===== config.mk =====
export PLATFORM = sky130hd
export DESIGN_NAME = rr_arbiter
export DESIGN_NICKNAME = d
export VERILOG_FILES = /design/src/rtl/rr_arbiter.sv
export SDC_FILE = /design/constraint.sdc
export NUM_CORES = 1
export LEC_CHECK = 0
export CORE_ASPECT_RATIO = 0.5
export CORE_MARGIN = 10
export CORE_UTILIZATION = 42
export CTS_BUF_LIST = sky130_fd_sc_hd__clkbuf_2 sky130_fd_sc_hd__clkbuf_4 sky130_fd_sc_hd__clkbuf_8
export DETAILED_ROUTE_END_ITERATION = 12
export PLACE_DENSITY = 0.78
export SETUP_SLACK_MARGIN = 0.4
export SLEW_MARGIN = 10
export SYNTH_ARGS = -nofsm -noshare
export SYNTH_HDL_FRONTEND = slang
export SYNTH_SLANG_ARGS = --single-unit

===== constraint.sdc =====
create_clock -name clk -period 5.25 [get_ports clk]
set_input_delay 0.525 -clock clk [delete_from_list [all_inputs] [get_ports clk]]
set_output_delay 0.525 -clock clk [all_outputs]
set_load 0.05 [all_outputs]

===== src/rtl/rr_arbiter.sv =====
// Round-robin arbiter with grant hold: registered one-hot grant plus binary index.
// Define PARAMMOD_ARB_TIMEOUT_EN to add a hold-time watchdog that revokes stuck grants.
module rr_arbiter #(
  parameter  int REQ      = 8,
  parameter  int MAX_HOLD = 16,
  localparam int OUT      = $clog2(REQ)
) (
  input  logic           clk,
  input  logic           reset_n,
  input  logic [REQ-1:0] req,
  input  logic           done,
  output logic [REQ-1:0] grant,
  output logic [OUT-1:0] grant_id,
  output logic           busy,
  output logic           timeout
);

  typedef enum logic {IDLE = 1'b0, GRANT = 1'b1} state_t;

  state_t         state_reg, state_next;
  logic [OUT-1:0] ptr_reg, ptr_next, ptr_inc, arb_ptr;
  logic [REQ-1:0] grant_reg, grant_next;
  logic [OUT-1:0] grant_id_reg, grant_id_next;
  logic           busy_reg, busy_next;
  logic           timeout_reg, timeout_next;

  logic [REQ-1:0] masked, win_onehot;
  logic [OUT-1:0] masked_id, req_id, win_id;
  logic           any_req, owner_req, expire, release_ev, forced_ev, load;

  if (REQ < 2) begin : g_bad_req
    $error("rr_arbiter: REQ must be >= 2");
  end
  if (MAX_HOLD < 2) begin : g_bad_hold
    $error("rr_arbiter: MAX_HOLD must be >= 2");
  end

  assign any_req    = |req;
  assign owner_req  = req[grant_id_reg];
  assign ptr_inc    = (grant_id_reg == OUT'(REQ - 1)) ? '0 : grant_id_reg + OUT'(1);
  assign release_ev = (state_reg == GRANT) && (done || !owner_req || expire);
  assign forced_ev  = expire && !done && owner_req;
  assign load       = any_req && ((state_reg == IDLE) || release_ev);

  // On a release the search already uses the advanced pointer, so the old owner is last.
  assign arb_ptr = release_ev ? ptr_inc : ptr_reg;

  for (genvar gi = 0; gi < REQ; gi++) begin : g_mask
    assign masked[gi]     = req[gi] && (OUT'(gi) >= arb_ptr);
    assign win_onehot[gi] = (win_id == OUT'(gi));
  end

  always_comb begin
    masked_id = '0;
    req_id    = '0;
    for (int i = REQ - 1; i >= 0; i--) begin
      if (masked[i]) masked_id = OUT'(i);
      if (req[i])    req_id    = OUT'(i);
    end
  end

  assign win_id = (|masked) ? masked_id : req_id;

`ifdef PARAMMOD_ARB_TIMEOUT_EN
  localparam int HW = $clog2(MAX_HOLD);

  logic [HW-1:0] hold_cnt_reg, hold_cnt_next;

  assign expire = (state_reg == GRANT) && (hold_cnt_reg == HW'(MAX_HOLD - 1));

  always_comb begin
    hold_cnt_next = hold_cnt_reg;
    if (load || release_ev)
      hold_cnt_next = '0;
    else if (state_reg == GRANT)
      hold_cnt_next = hold_cnt_reg + HW'(1);
  end

  always_ff @(posedge clk or negedge reset_n) begin
    if (!reset_n)
      hold_cnt_reg <= '0;
    else
      hold_cnt_reg <= hold_cnt_next;
  end
`else
  assign expire = 1'b0;
`endif

  // State register
  always_ff @(posedge clk or negedge reset_n) begin
    if (!reset_n) begin
      state_reg    <= IDLE;
      ptr_reg      <= '0;
      grant_reg    <= '0;
      grant_id_reg <= '0;
      busy_reg     <= 1'b0;
      timeout_reg  <= 1'b0;
    end else begin
      state_reg    <= state_next;
      ptr_reg      <= ptr_next;
      grant_reg    <= grant_next;
      grant_id_reg <= grant_id_next;
      busy_reg     <= busy_next;
      timeout_reg  <= timeout_next;
    end
  end

  // Next-state logic
  always_comb begin
    state_next = state_reg;
    ptr_next   = ptr_reg;
    case (state_reg)
      IDLE: begin
        if (any_req) state_next = GRANT;
      end
      GRANT: begin
        if (release_ev) begin
          ptr_next   = ptr_inc;
          state_next = any_req ? GRANT : IDLE;
        end
      end
      default: state_next = IDLE;
    endcase
  end

  // Output logic (feeds the output registers)
  always_comb begin
    grant_next    = grant_reg;
    grant_id_next = grant_id_reg;
    busy_next     = (state_next == GRANT);
    timeout_next  = release_ev && forced_ev;
    if (load) begin
      grant_next    = win_onehot;
      grant_id_next = win_id;
    end else if (release_ev || state_reg == IDLE) begin
      grant_next = '0;
    end
  end

  assign grant    = grant_reg;
  assign grant_id = grant_id_reg;
  assign busy     = busy_reg;
  assign timeout  = timeout_reg;

endmodule


== After elaboration in Yosys (flattened, before gate mapping) ==
Index checks and enable logic that the tools add are counted.
Storage, ports and cells
  memories kept: 0
  logic and storage cells: 66
  bits in writable memories: 0
  output and inout bits: 13
  bits in latches: 0
  memory bits (read-only): 0
  input port bits: 11
  flip-flop bits (word level): 15
Operators by class
  shifts and indexed selects: 0
  divide/modulo/power cells: 0
  $mul: 0
  mux-type cells: 26
  magnitude comparators: 9
  add/sub/neg operators: 1
  bitwise logic cells: 1
  reductions and logical operators: 17
  eq/ne operators: 8
Operators by type and width (number)
  2-to-1 mux 3 bit: 19
  2-to-1 mux 8 bit: 2
  OR reduction 8 bit: 2
  == test 3 bit (second input constant): 5
  >= comparator 3 bit (first input constant): 4
  logical AND 1 bit: 10
  == test 3 x 2 -> 1 bit (second input constant): 2
  >= comparator 1 x 3 -> 1 bit (first input constant): 2
  >= comparator 2 x 3 -> 1 bit (first input constant): 2
  less-than comparator 3 x 4 -> 1 bit (second input constant): 1
  adder 3 x 1 -> 3 bit (second input constant): 1
  binary-select mux 1 bit (select 3 bit): 1
  == test 3 x 1 -> 1 bit (second input constant): 1
  zero test 3 bit: 1
  2-to-1 mux 1 bit: 3
  logical OR 1 bit: 2
  case mux 1 bit (2 select lines): 1
  nonzero test 2 bit: 1
  zero test 1 bit: 1
  inverter 1 bit: 1

== Longest topological paths before layout ==
Gate-level depths: netlist of run 1.
  depth in word-level cells: 19
  gate-level depth with buffers: 11
  mapped depth without buffers: 10

== Least setup slack after synthesis of run 1 ==
OpenSTA, ideal clock, no wires.
  path kind: register -> register
  start: register grant_id_reg[0], in the netlist grant_id[0]
  end: register grant_reg[7], in the netlist grant[7]
  path buffers: 1
  cell stages (with the launch flop): 12
  arrival time: 3055 ps
  path slack: 2121 ps
  required time: 5176 ps
  cell sequence: dfrtp_1 ha_1 ha_1 or2_1 clkbuf_1 o221a_2 o221ai_1 o21a_1 or3b_1 or4b_4 o21a_4 o21ai_2
On the way
  longest elaborated chain between the ends: 19
Ends and longest elaborated chain
  start, declared: RTL line 23  | logic [OUT-1:0] grant_id_reg, grant_id_next;
  start signal, assigned: RTL line 102  | grant_id_reg <= grant_id_next;
  binary-select mux 1 bit (select 3 bit): RTL line 39  | assign owner_req = req[grant_id_reg];
  2-to-1 mux 1 bit (implied by the code): RTL line 39
  zero test 1 bit: RTL line 41  | assign release_ev = (state_reg == GRANT) && (done || !owner_req || expire);
  logical OR 1 bit: RTL line 41
  logical AND 1 bit: RTL line 41
  2-to-1 mux 3 bit
  >= comparator 3 bit: RTL line 49  | assign masked[gi] = req[gi] && (OUT'(gi) >= arb_ptr);
  logical AND 1 bit: RTL line 49
  2-to-1 mux 3 bit (8 in a row): RTL line 57  | if (masked[i]) masked_id = OUT'(i);
  2-to-1 mux 3 bit: RTL line 62  | assign win_id = (|masked) ? masked_id : req_id;
  == test 3 bit: RTL line 50  | assign win_onehot[gi] = (win_id == OUT'(gi));
  2-to-1 mux 8 bit: RTL line 132  | if (load) begin
  end signal, assigned: RTL line 101  | grant_reg <= grant_next;
  end, declared: RTL line 22  | logic [REQ-1:0] grant_reg, grant_next;
Several ways; a longest one is shown, not always the timed one. The select of a mux whose other input is x is not followed.
A chain may end at the register's enable or synchronous reset.

== Worst setup path in the final report of run 1 ==
  start: input req[1]
  end: register grant_reg[3], in the netlist grant[3]
On the way
  longest elaborated chain between the ends: 19
Ends and longest elaborated chain
  start, declared: RTL line 10  | input logic [REQ-1:0] req,
  binary-select mux 1 bit (select 3 bit): RTL line 39
  2-to-1 mux 1 bit (implied by the code): RTL line 39
  zero test 1 bit: RTL line 41
  logical OR 1 bit: RTL line 41
  logical AND 1 bit: RTL line 41
  2-to-1 mux 3 bit
  >= comparator 3 bit: RTL line 49
  logical AND 1 bit: RTL line 49
  2-to-1 mux 3 bit (8 in a row): RTL line 57
  2-to-1 mux 3 bit: RTL line 62
  == test 3 x 2 -> 1 bit: RTL line 50
  2-to-1 mux 8 bit: RTL line 132
Several ways; a longest one is shown, not always the timed one. The select of a mux whose other input is x is not followed.

==> flow_summary.json, run 1 <==
{
  "run_status": "complete, no violations",
  "yosysSeqAreaShare_pct": 32.5,
  "routedWlPerCell_um": 15.9,
  "largest_register_ffs": 8,
  "routabilityCongestion": 0.917,
  "start_kind": "primary input",
  "setup_violations": 0,
  "postCtsSetupBuffers": 0,
  "root_buffer": "clkbuf_8",
  "dpl-instance-area_sq_um": 1390,
  "final_area_sq_um": 1440,
  "synth_cell_types": 45,
  "dieArea_sq_um": 5370,
  "skew_ps": 2.20,
  "die_height_um": 57.1,
  "dr.first_iter.drc_count": 163,
  "fill_cells": 235,
  "synthArstFlopShare_pct": 100,
  "drc": 0,
  "cts_hold_buf": 0,
  "period_share_pct": 63.3,
  "vias": 1124,
  "htreeDepth": 1,
  "grt_pass1_wl_um": 5190,
  "yosys_warnings": 0,
  "dr.pass1.iters": 5,
  "cts_tree": "built",
  "path_max_fanout": 11,
  "syn_inst": 136,
  "leakagePower_nw": 0.591,
  "total_power_mw": 1.00,
  "cts.sinks": 15,
  "fin_ws_ps": 1930,
  "hpwlAfterDp_um": 2370,
  "wirelength_um": 3060,
  "synth.cell_area_sq_um": 1150,
  "synthesis.nets": 149,
  "synthTopCellsByArea": "dfrtp_1, nand2_1, o21ai_2, mux2i_1, o21ai_0",
  "slew_viol_final": 0,
  "period_needed_ps": 3320,
  "worstSkewPairLatency_ps": 240,
  "io_pins": 24,
  "grt_max_degree": 16,
  "portBuffers": 22,
  "synthToLayoutAreaGrowth_pct": 24.5,
  "clockBufferDepth": 2,
  "die_w_um": 94.2,
  "pre_cts_slack_ps": 1690,
  "synth_area_per_cell_sq_um": 8.49,
  "synth_top_area_share_pct": 32.5,
  "grt_usage_pct": 11.5,
  "synth_top_area_cell": "dfrtp_1",
  "crit_path_end_kind": "flip-flop",
  "tns_ps": 0,
  "gr-total-overflow": 0,
  "crit_type": "in2reg",
  "via_per_inst": 5.85,
  "rsz0062_at_grt": "false",
  "layout_common_cells": "nand2_1, clkdlybuf4s50_1, dfrtp_1",
  "ys_ff_latch": 15,
  "numCtsBuffers": 3,
  "slew_headroom_pct": 55.8,
  "cts_resized": 0,
  "grt_pass1_vias": 1043,
  "drtAntennaViolNets": 0,
  "tightest_slew_ps": 660,
  "hold_path_class": "reg2reg",
  "max_freq_ghz": 0.301,
  "pwr_density_cell_nw_per_um2": 697,
  "initial_core_util_pct": 44.4,
  "vdd_drop_max_uv": 349,
  "worst_ep_arrival_time_ps": 3500,
  "maxCapViolCount": 0,
  "drive_above_1_share_pct": 11.0,
  "crit_required_ps": 5420,
  "antenna_found_initial": 0,
  "ys.flop_type": "dfrtp_1",
  "rows": 13,
  "final_hold_viol_count": 0,
  "clk_pin_slew_worst_paths_ps": 60,
  "n_antenna_cell": 0,
  "layout.nets": 169,
  "coreArea_sq_um": 2600,
  "synth_edf_count": 0
}
[metal layers]
| layer | share of wire [%] | global-route usage, % |
|---|---|---|
| met1 | 45 | 15.6 |
| met3 | 7.8 | 2.09 |
| met2 | 47 | 18.2 |
| met4 | 0.91 | 3.23 |
| met5 | 0 | 0 |
[cells by family after synthesis]
| family | after synthesis | share of synthesized area, % |
|---|---|---|
| and+or+nand+nor | 55 | 24.4 |
| DFF | 15 | 32.5 |
| AOI/OAI and AO/OA | 43 | 27.4 |
| buffers and inverters | 11 | 4.12 |
| adders and majority gates | 2 | 2.17 |
| other | 1 | 0.325 |
| muxes | 9 | 9.10 |
[critical path: stages]
cell and delay [ps]:
clkdlybuf4s50_1 590, mux2i_1 120, a221o_1 380, o21ai_2 460, mux2i_1 180, or3b_1 400
or4b_4 520, o21a_4 170, o21ai_2 140
[Yosys cell counts, types with 3 or more instances]
| cell | instances |
|---|---|
| a21oi_1 | 3 |
| a31oi_1 | 3 |
| clkbuf_1 | 4 |
| dfrtp_1 | 15 |
| inv_1 | 4 |
| mux2i_1 | 6 |
| nand2_1 | 22 |
| nor2_1 | 9 |
| nor2b_1 | 5 |
| o21ai_0 | 8 |
| o21ai_1 | 5 |
| o21ai_2 | 7 |
| or3_1 | 3 |
[area by class of cell]
| type | count | area, sq um | share of cell area [%] |
|---|---|---|---|
| sequential | 15 | 375 | 26.1 |
| inverter | 4 | 15.0 | 1.04 |
| multi-input combinational | 110 | 732 | 50.9 |
| tap | 37 | 46.3 | 3.22 |
| timing repair buffer | 22 | 220 | 15.3 |
| clock buffer | 4 | 48.8 | 3.39 |
[power breakdown]
part           internal [mW]  leakage (nW)  total, mW  switching (mW)
Combinational          0.273         0.376      0.688           0.416
Sequential             0.159         0.189      0.218          0.0584
Clock                 0.0588        0.0262     0.0962          0.0374
Total                  0.491         0.591       1.00           0.511
[worst paths after layout]
check / startpoint / end / slack, ps / depth (start not counted)
worst max-delay path: req[1] / grant[3] / 1930 / 9
worst min-delay path: grant[5] / grant[5] / 480 / 2
worst max register to register: grant_id[0] / grant[3] / 2110 / 10
worst min register to register: grant[5] / grant[5] / 480 / 2
max in group asynchronous: reset_n / ptr_reg[0] / 4140 / 1
min in group asynchronous: reset_n / grant[3] / 680 / 1
[metrics by stage]
step | util [%] | std cells | hold slack [ps]
2_1_floorplan | - | 136 | 229
3_3_place_gp | 53.4 | 188 | 462
3_5_place_dp | 53.4 | 188 | 470
4_1_cts | 55.2 | 192 | 487
5_1_grt | 55.2 | 192 | 499
6_report | 55.2 | 192 | 478
Note: power is estimated with default switching activity, not from simulation.
==> run 2, diff against run 1 <==
==> constraint.sdc (replaced) <==
create_clock -name clk -period 3.2 [get_ports clk]
set_input_delay 0.32 -clock clk [delete_from_list [all_inputs] [get_ports clk]]
set_output_delay 0.32 -clock clk [all_outputs]
set_load 0.05 [all_outputs]
==> run 2 against run 1 <==
Net effect: flip-flop and latch count unchanged; worst hold slack worse by 16 ps; largest power group unchanged; critical path depth unchanged.
==> flow_summary.json, run 2 (same netlist as run 1, synthesis figures left out) <==
{
  "r2r_cells": 9,
  "crit_start": "grant_id[0]",
  "multi_input_area_sq_um": 798,
  "drtAntennaViolNets": 0,
  "period_share_pct": 89.8,
  "ff_latch_area_sq_um": 380,
  "period_needed_ps": 2870,
  "run_status": "complete, no violations",
  "gr-total-overflow": 0,
  "worst_ep_arrival_time_ps": 3050,
  "vdd_drop_max_uv": 730,
  "dieArea_sq_um": 5370,
  "tns_ps": 0,
  "htreeDepth": 1,
  "max_freq_ghz": 0.348,
  "grt_usage_pct": 12.0,
  "crit_required_ps": 3370,
  "clk_pin_slew_worst_paths_ps": 60,
  "crit_type": "reg2reg",
  "grt_max_degree": 16,
  "portBuffers": 22,
  "die_w_um": 94.2,
  "pre_cts_slack_ps": 165,
  "tightest_slew_ps": 632,
  "synthToLayoutAreaGrowth_pct": 40.2,
  "leakagePower_nw": 0.669,
  "timing.rr.end": "grant_id[0]",
  "hold_path_class": "in2async",
  "reg2reg_slack_ps": 330,
  "maxCapViolCount": 0,
  "rsz0062_at_grt": "true",
  "largest_register_ffs": 8,
  "clockBufferDepth": 2,
  "drc": 0,
  "die_height_um": 57.1,
  "path_max_fanout": 5,
  "hold-worst-slack_ps": 462,
  "hpwlAfterDp_um": 2550,
  "root_buffer": "clkbuf_8",
  "via_per_inst": 5.67,
  "worstSkewPairLatency_ps": 250,
  "io_pins": 24,
  "start_kind": "flip-flop",
  "numCtsBuffers": 3,
  "coreArea_sq_um": 2600,
  "cts.sinks": 15,
  "layout_common_cells": "nand2_1, clkdlybuf4s50_1, buf_4",
  "antenna_found_initial": 0,
  "initial_core_util_pct": 44.4,
  "setup_violations": 0,
  "dr.first_iter.drc_count": 63,
  "pwr_density_cell_nw_per_um2": 1160,
  "crit_path_end_kind": "flip-flop",
  "routedWlPerCell_um": 16.1,
  "wirelength_um": 3330,
  "n_antenna_cell": 0,
  "fill_cells": 214,
  "vias": 1173,
  "r2r-start": "grant_id[0]",
  "slew_viol_final": 0,
  "layout.nets": 184,
  "routabilityCongestion": 0.919,
  "slew_headroom_pct": 57.8,
  "cts_tree": "built",
  "drive_above_1_share_pct": 25.3,
  "final_hold_viol_count": 0,
  "fin_ws_ps": 325,
  "grt_pass1_wl_um": 5380,
  "rows": 13,
  "skew_ps": 5.29,
  "dr.pass1.iters": 4,
  "grt_pass1_vias": 1107
}
==> run 2: changes by cell type in the layout (fill, tap and decap cells not counted), sizes merged <==
cell and delta:
clkinv +1, buf +15, clkbuf -1
==> run 2: through the flow <==
stage	instances	utilization, %	total power, mW	area (sq um)
finish	207	62.2	1.88	1620
detailed placement	200	58.0	1.59	1510
CTS	207	61.0	1.79	1590
floorplan	136	-	1.25	1190
global placement	200	58.0	1.58	1510
global route	207	62.2	2.01	1620
==> run 2: how the worst max path moves through the flow <==
stage,end,slack [ps]
6_report,grant_id[0],330
5_1_grt,grant_id[0],250
3_5_place_dp,grant[7],160
3_3_place_gp,grant[2],210
2_1_floorplan,grant[7],260
4_1_cts,grant[7],310
==> run 2: what timing repair did <==
action / 4_1_cts / 5_1_grt
hold buffers: 0 / 0
pin swaps: 3 / 7
setup endpoints to repair: 9 / 9
resized for setup: 2 / 9
setup buffers: 3 / 0
==> run 2: critical path, stage by stage, from the launching register on <==
cell and delay, ps:
dfrtp_4 500, buf_4 170, mux4_2 430, nor2b_2 210, o21ai_2 110, mux2i_1 180, or3b_4 390, or4b_4 530
o21a_4 170, o21ai_2 110
==> run 2: power breakdown <==
part	switching, mW	internal [mW]	leakage [nW]
Combinational	0.771	0.595	0.457
Sequential	0.0928	0.267	0.187
Clock	0.0647	0.0862	0.0255
Total	0.928	0.949	0.669
==> run 2: area by class of cell <==
class	count	area share, %
clock inverters	1	0.309
flip-flops and latches	15	23.5
inverters	4	0.927
multi-input cells	110	49.3
repair buffers	37	20.6
well taps	37	2.86
clock buffers	3	2.55
==> run 2: routing by layer <==
| metal | global-route usage, % | vias to the layer above | part of all wire [%] | wire length, um |
|---|---|---|---|---|
| met5 | 0 | - | 0 | 0 |
| met4 | 4.73 | 0 | 2.2 | 72 |
| met3 | 2.87 | 7 | 5.5 | 184 |
| met2 | 20.2 | 34 | 49 | 1620 |
| met1 | 14.5 | 568 | 44 | 1450 |
| li1 | - | 564 | - | - |
==> run 3, diff against run 2 <==
--- a/config.mk
+++ b/config.mk
@@ -6,12 +6,12 @@
 export NUM_CORES = 1
 export LEC_CHECK = 0
 export CORE_ASPECT_RATIO = 0.5
-export CORE_MARGIN = 10
 export CORE_UTILIZATION = 42
 export CTS_BUF_LIST = sky130_fd_sc_hd__clkbuf_2 sky130_fd_sc_hd__clkbuf_4 sky130_fd_sc_hd__clkbuf_8
 export DETAILED_ROUTE_END_ITERATION = 12
-export PLACE_DENSITY = 0.78
+export PLACE_DENSITY = 0.7
 export SETUP_SLACK_MARGIN = 0.4
+export SKIP_LAST_GASP = 1
 export SLEW_MARGIN = 10
 export SYNTH_ARGS = -nofsm -noshare
 export SYNTH_HDL_FRONTEND = slang
==> run 3 against run 2 <==
Net effect: clock skew is 4.5 ps lower; worst hold slack better by 13 ps; wire length fell by 7.0%; global-route usage increased by 9.1 points; worst setup slack better by 3.4 ps; flip-flop and latch count stayed put; register-to-register slack hardly changed; first-iteration DRC count rose to 3.0 times the previous value; maximum frequency is 0.12% higher; critical path type unchanged; largest cell class unchanged; largest power group unchanged; highest routed layer unchanged.
==> flow_summary.json, run 3 (same netlist as run 1, synthesis figures left out) <==
{
  "run_status": "complete, no violations",
  "final_hold_viol_count": 0,
  "via_per_inst": 5.67,
  "synthToLayoutAreaGrowth_pct": 42.4,
  "total_power_mw": 1.89,
  "drive_above_1_share_pct": 25.1,
  "timing.rr.end": "grant[2]",
  "drtAntennaViolNets": 0,
  "grt_pass1_vias": 1009,
  "grt_max_degree": 16,
  "setup_violations": 0,
  "cts_hold_buf": 0,
  "final_util_pct": 63.2,
  "crit_type": "reg2reg",
  "worst_ep_arrival_time_ps": 2990,
  "start_kind": "flip-flop",
  "clockBufferDepth": 2,
  "grt_usage_pct": 21.1,
  "worstSkewPairLatency_ps": 240,
  "maxCapViolCount": 0,
  "wirelength_um": 3100,
  "cts_tree": "built",
  "htreeDepth": 1,
  "r2r-start": "grant_id[0]",
  "die_w_um": 76.2,
  "period_needed_ps": 2870,
  "hpwlAfterDp_um": 2270,
  "final_common_cell": "clkdlybuf4s50_1",
  "numCtsBuffers": 3,
  "hold_path_class": "in2async",
  "die_height_um": 39.1,
  "vdd_drop_max_uv": 695,
  "slew_headroom_pct": 57.5,
  "cts.sinks": 15,
  "io_pins": 24,
  "skew_ps": 0.836,
  "rows": 13,
  "crit_required_ps": 3320,
  "tightest_slew_ps": 636,
  "clk_pin_slew_worst_paths_ps": 60,
  "routedWlPerCell_um": 14.9,
  "dr.first_iter.drc_count": 192,
  "antenna_found_initial": 0,
  "crit_path_end_kind": "flip-flop",
  "dieArea_sq_um": 2980,
  "crit_family": "simple AND/OR/NAND/NOR gates",
  "drc": 0,
  "routabilityCongestion": 0.932,
  "pwr_density_cell_nw_per_um2": 1150,
  "coreArea_sq_um": 2600,
  "rsz0062_at_grt": "true",
  "leakagePower_nw": 0.678,
  "layout.nets": 185,
  "reg2reg_slack_ps": 330,
  "initial_core_util_pct": 44.4,
  "r2r_cells": 9,
  "root_buffer": "clkbuf_8",
  "layout_common_cells": "clkdlybuf4s50_1, nand2_1, buf_4",
  "path_buf_inv": 1,
  "tns_ps": 0,
  "period_share_pct": 89.7,
  "n_antenna_cell": 0,
  "dr.pass1.iters": 5,
  "grt_pass1_wl_um": 4780,
  "cpPeakStageDelay_ps": 510,
  "largest_register_ffs": 8,
  "vias": 1180,
  "path_max_fanout": 5,
  "gr-total-overflow": 0,
  "slew_viol_final": 0,
  "max_freq_ghz": 0.348,
  "crit_path_cell_trace": "buf_4, mux2i_1, a221o_1, nor2_4, o21a_1, or3b_4, or4b_4, o21ai_2, o21ai_1",
  "portBuffers": 22,
  "crit_path_top_delay_cell": "dfrtp_4",
  "fill_cells": 234
}
[run 3: power breakdown]
part | leakage [nW] | total, mW | internal, mW | switching, mW
Sequential | 0.187 | 0.369 | 0.267 | 0.102
Clock | 0.0255 | 0.145 | 0.0859 | 0.0589
Combinational | 0.466 | 1.38 | 0.611 | 0.765
Total | 0.678 | 1.89 | 0.964 | 0.926
[run 3: layout make-up]
cell class	count	area [sq um]	area share (%)
multi-input cells	110	812	49.4
flip-flops and latches	15	380	23.1
repair buffers	38	344	20.9
well taps	37	46.3	2.82
clock buffers	3	41.3	2.51
inverters	4	15.0	0.913
clock inverters	1	5.00	0.304
[run 3: stage by stage]
| stage | instance area [sq um] | cells | setup WS [ps] | hold WS (ps) |
|---|---|---|---|---|
| after global routing | 1640 | 208 | 256 | 496 |
| final | 1640 | 208 | 329 | 476 |
| after global placement | 1500 | 199 | 212 | 474 |
| after detailed placement | 1500 | 199 | 211 | 472 |
| after floorplan | 1190 | 136 | 263 | 24.4 |
| after CTS | 1600 | 206 | 351 | 488 |
[run 3: timing repair]
item | 4_1_cts | 5_1_grt
gates cloned | 0 | 0
pin swaps | 0 | 3
endpoints found under the setup margin | 9 | 9
gates resized for setup | 5 | 9
hold endpoints to repair | 0 | 0
setup buffers | 3 | 2
[run 3: worst max path at each step]
stage / start / end / cells past startpoint
2_1_floorplan: grant_id[0] / grant[7] / 11
3_3_place_gp: req[3] / grant[6] / 9
3_5_place_dp: req[3] / grant[6] / 9
4_1_cts: grant_id[0] / grant[2] / 10
5_1_grt: grant_id[0] / grant[2] / 10
6_report: grant_id[0] / grant[2] / 9
[run 3: routing by layer]
metal  routed length, um  vias to the layer above  global-route usage [%]
met5                   0                        -                       0
met4                  26                        0                    4.33
met3                 190                        4                    1.65
met2                1420                       53                    37.5
met1                1470                      556                    29.1
li1                    -                      567                       -
